**src/rtl/dmem_arbiter.sv**
```systemverilog
// dmem_arbiter: round-robin arbiter giving a CPU port and a debug/loader port single-cycle access to one data memory.
module dmem_arbiter #(
    parameter int ADDR_W = 5,
    parameter int DATA_W = 32
) (
    input  logic              CLK,
    input  logic              RST,
    input  logic              cpu_req,
    input  logic              cpu_we,
    input  logic [ADDR_W-1:0] cpu_addr,
    input  logic [DATA_W-1:0] cpu_wdata,
    output logic              cpu_gnt,
    output logic              cpu_rvalid,
    output logic [DATA_W-1:0] cpu_rdata,
    input  logic              dbg_req,
    input  logic              dbg_we,
    input  logic [ADDR_W-1:0] dbg_addr,
    input  logic [DATA_W-1:0] dbg_wdata,
    output logic              dbg_gnt,
    output logic              dbg_rvalid,
    output logic [DATA_W-1:0] dbg_rdata,
    output logic [ADDR_W-1:0] mem_addr,
    output logic [DATA_W-1:0] mem_wdata,
    output logic              mem_we,
    output logic              mem_re,
    input  logic [DATA_W-1:0] mem_rdata
);
    typedef enum logic [1:0] {IDLE, CPU_ACC, DBG_ACC} stateT;
    stateT             state, nextState;
    logic              lastGrant;
    logic              pickCpu;
    logic              cmdWe;
    logic [ADDR_W-1:0] cmdAddr;
    logic [DATA_W-1:0] cmdWdata;
    // lastGrant: 0 = CPU, 1 = DBG; on a tie the port that did not go last wins
    always_comb begin
        pickCpu   = cpu_req & (~dbg_req | lastGrant);
        nextState = (state == CPU_ACC) ? (dbg_req ? DBG_ACC : IDLE)
                  : (state == DBG_ACC) ? (cpu_req ? CPU_ACC : IDLE)
                  : pickCpu ? CPU_ACC : dbg_req ? DBG_ACC : IDLE;
    end
    always_ff @(posedge CLK or posedge RST) begin
        if (RST) begin
            state     <= IDLE;
            lastGrant <= 1'b1;
            cmdWe     <= 1'b0;
            cmdAddr   <= '0;
            cmdWdata  <= '0;
        end else begin
            state <= nextState;
            if (nextState == CPU_ACC) begin
                cmdAddr   <= cpu_addr;
                cmdWe     <= cpu_we;
                cmdWdata  <= cpu_wdata;
                lastGrant <= 1'b0;
            end else if (nextState == DBG_ACC) begin
                cmdAddr   <= dbg_addr;
                cmdWe     <= dbg_we;
                cmdWdata  <= dbg_wdata;
                lastGrant <= 1'b1;
            end
        end
    end
    always_ff @(posedge CLK or posedge RST) begin
        if (RST) begin
            cpu_rvalid <= 1'b0;
            dbg_rvalid <= 1'b0;
            cpu_rdata  <= '0;
            dbg_rdata  <= '0;
        end else begin
            cpu_rvalid <= cpu_gnt & ~cmdWe;
            dbg_rvalid <= dbg_gnt & ~cmdWe;
            if (cpu_gnt & ~cmdWe) cpu_rdata <= mem_rdata;
            if (dbg_gnt & ~cmdWe) dbg_rdata <= mem_rdata;
        end
    end
    assign cpu_gnt   = (state == CPU_ACC);
    assign dbg_gnt   = (state == DBG_ACC);
    assign mem_we    = (cpu_gnt | dbg_gnt) & cmdWe;
    assign mem_re    = (cpu_gnt | dbg_gnt) & ~cmdWe;
    assign mem_addr  = cmdAddr;
    assign mem_wdata = cmdWdata;
endmodule

```
**config.mk**
```make
export PLATFORM = sky130hd
export DESIGN_NAME = dmem_arbiter
export DESIGN_NICKNAME = d
export VERILOG_FILES = /design/src/rtl/dmem_arbiter.sv
export SDC_FILE = /design/constraint.sdc
export NUM_CORES = 1
export LEC_CHECK = 0
export CORE_ASPECT_RATIO = 0.7
export CORE_UTILIZATION = 41
export DETAILED_ROUTE_END_ITERATION = 16
export PLACE_DENSITY = 0.8
export SYNTH_ARGS = -nofsm -noshare
export SYNTH_HDL_FRONTEND = slang
export SYNTH_SLANG_ARGS = --single-unit
export TNS_END_PERCENT = 50
```
**constraint.sdc**
```tcl
create_clock -name CLK -period 4 [get_ports CLK]
set_input_delay 0.4 -clock CLK [delete_from_list [all_inputs] [get_ports CLK]]
set_output_delay 0.4 -clock CLK [all_outputs]
set_load 0.005 [all_outputs]
```
==> flow_metrics.env <==
export IMPL_core_area_mm2=0.0110
export IMPL_cts_tree="yes"
export IMPL_htreeDepth=3
export IMPL_vias=3280
export IMPL_crit_arrival_ns=2.86
export IMPL_grt_max_degree=108
export IMPL_syn_avg_cell_area_um2=14.2
export IMPL_design_area_mm2=0.00722
export IMPL_cap_violations=0
export IMPL_cts_resized_gates=0
export IMPL_rr_startpoint="state[0]"
export IMPL_cts_buffer_depth=2
export IMPL_cpMaxStageDelayCell="ha_2"
export IMPL_avgRoutedWirePerCell_um=15.6
export IMPL_yosysSeqAreaShare_pct=57.9
export IMPL_place_congestion=0.743
export IMPL_synthTopCellsByArea="dfrtp_1 57%, mux2_4 19%, mux2i_1 8.2%"
export IMPL_whs_ns=0.483
export IMPL_worstPathMaxFanout=24
export IMPL_cpMostUsedCell="o21ai_0"
export IMPL_clock_fmax_mhz=371
export IMPL_clk_pin_slew_ns=0.07
export IMPL_cts_hold_buf=0
export IMPL_area_growth_syn_to_layout_pct=56.0
export IMPL_grt_use_total_pct=19.2
export IMPL_syn_nets=442
export IMPL_power_density_mw_per_mm2=739
export IMPL_r2r_cells=8
export IMPL_crit_type="flop to flop"
export IMPL_root_buffer="clkbuf_16"
export IMPL_routed_wl_um=10800
export IMPL_fin_skew_ns=0.00515
export IMPL_leakagePower_nw=3.14
export IMPL_synthCells=326
export IMPL_ir_worst_vdd_v=0.000329
export IMPL_grt_first_pass_wirelength_um=17500
export IMPL_drt_first_pass_iters=5
export IMPL_relSlewSlack_pct=24.6
export IMPL_num_fill_cells=813
export IMPL_ant_nets=0
export IMPL_rsz0062_at_grt="false"
export IMPL_end_kind="flop"
export IMPL_setup_slack_ns=1.31
export IMPL_yosysWarnings=0
export IMPL_critPathMaxStageDelay_ns=0.73
export IMPL_hp_class="flop to flop"
export IMPL_grt_pass1_vias=3399
export IMPL_crit_required_ns=4.17
export IMPL_ys_ff_latch=107
export IMPL_fp_dieArea_mm2=0.0117
export IMPL_yosysTopAreaCellShare_pct=57.3
export IMPL_die_height_um=90.9
export IMPL_place_ws_ns=1.11
export IMPL_ff2ff_setup_slack_ns=1.31
export IMPL_final_nets=654
export IMPL_start_kind="flop"
export IMPL_r2r_end="mem_wdata[4]"
export IMPL_dpl_instance_area_mm2=0.00690
export IMPL_antennaDiodeCount=0
export IMPL_drtIter0Drc=133
export IMPL_drc=0
export IMPL_io_pins=219
export IMPL_fin_crit_ns=2.69
export IMPL_synth_top_cell_by_area="dfrtp_1"
export IMPL_crit_path_end="mem_wdata[4]"
export IMPL_post_cts_buffers=0
export IMPL_finalHoldViolations=0
export IMPL_fin_util_pct=65.6
export IMPL_worstSkewPairLatency_ns=0.33
export IMPL_syn_area_mm2=0.00463
export IMPL_io_buffers=218
export IMPL_cp_startpoint="state[0]"
export IMPL_crit_path_cell_trace="inv_1 > ha_1 > a21oi_1 > o21ai_0 > ha_2 > buf_4 > mux2i_1 > o21ai_0"
export IMPL_ys_types=20
export IMPL_status="complete, no violations"
export IMPL_start_util_pct=42.0
export IMPL_cts_sinks=107
export IMPL_maxSlewViolCount=0
export IMPL_die_w_um=129
export IMPL_drive_gt1_share_pct=16.4
export IMPL_vias_per_cell=4.72
export IMPL_grt_overflow_total=0
export IMPL_setup_viol=0
export IMPL_tightestPinTransition_ns=1.13
export IMPL_dpl_hpwl_um=7820
export IMPL_finalCritPeriodShare_pct=67.3
export IMPL_setup_tns_final_ns=0
export IMPL_fp_row_count=32
export IMPL_numCtsBuffers=9
export IMPL_antenna_found_initial=0
cell usage in the layout, fill, tap and decap left out, drive strengths merged:
cell type	count
clkdlybuf4s50	218
dfrtp	106
mux2	64
o21ai	40
nand2	39
mux2i	38
clkbuf	9
inv	7
buf	4
ha	4
nor2	2
a21oi	2
bufinv	2
nand2b	2
nor2b	2
o21a	1
clkinv	1
dfstp	1
power by group:
part	total, W	leakage (nW)	internal (W)	switching, W
logic	0.00244	1.71	0.00165	0.000788
clock network	0.000946	0.157	0.000553	0.000393
registers	0.00194	1.28	0.00163	0.000316
total	0.00533	3.14	0.00383	0.00150
logic make-up (layout without fill, tap and decap cells):
family          Yosys count  in the layout  share of synthesized area [%]
fa+ha+maj                 4              4                           1.08
simple gates             45             45                           4.03
buf+inv                  25            241                           3.76
compound gates           43             43                           4.71
mux                     102            102                           28.5
flops                   107            107                           57.9
flip-flops by register name, summed over array words and instances (netlist names):
register / count
cpu_rdata: 32
dbg_rdata: 32
mem_wdata: 32
mem_addr: 5
state: 2
cmdWe: 1
cpu_rvalid: 1
dbg_rvalid: 1
lastGrant: 1
synthesized netlist by cell type, drive strengths merged:
| master | n |
|---|---|
| dfrtp | 106 |
| mux2 | 64 |
| o21ai | 40 |
| nand2 | 39 |
| mux2i | 38 |
| buf | 15 |
| clkbuf | 6 |
| ha | 4 |
| inv | 4 |
| a21oi | 2 |
| nand2b | 2 |
| nor2 | 2 |
| nor2b | 2 |
| dfstp | 1 |
| o21a | 1 |
routing by layer:
layer | wire, µm | track usage (%) | vias to the layer above | share of wire [%]
met1 | 4660 | 24.5 | 1590 | 43
met2 | 5340 | 31.7 | 134 | 49
met5 | 0 | 0 | - | 0
met4 | 136 | 5.29 | 0 | 1.3
met3 | 702 | 5.75 | 12 | 6.5
li1 | - | - | 1544 | -
area by class of cell:
cell class / instances / area, µm² / share of cell area [%]
sequential: 107 / 2680 / 37.1
timing repair buffer: 222 / 2220 / 30.8
inverter: 4 / 17.5 / 0.243
tap: 153 / 191 / 2.65
multi-input combinational: 194 / 1790 / 24.7
clock inverter: 6 / 95.1 / 1.32
clock buffer: 9 / 225 / 3.12
critical path, delay by kind of cell, from the launching register on:
kind	cells	cell delay [ns]
adders and majority gates	2	1.01
AOI/OAI and AO/OA	3	0.48
DFF	1	0.39
buffers and inverters	2	0.39
muxes	1	0.25
per-stage QoR:
step           std cells  power, W
5_1_grt              695   0.00564
4_1_cts              695   0.00539
6_report             695   0.00533
3_3_place_gp         680   0.00434
2_1_floorplan        326   0.00303
3_5_place_dp         680   0.00441
worst min path at each step:
stage                  startpoint             to  slack (ns)  cells after the start
finish               mem_wdata[0]   mem_wdata[0]        0.48                      2
global route        mem_wdata[16]  mem_wdata[16]        0.51                      2
CTS                  mem_wdata[0]   mem_wdata[0]        0.49                      2
detailed placement   mem_wdata[0]   mem_wdata[0]        0.47                      2
global placement     mem_wdata[0]   mem_wdata[0]        0.46                      2
floorplan            mem_wdata[0]   mem_wdata[0]        0.47                      2
Power figures use the tool's default switching activity.
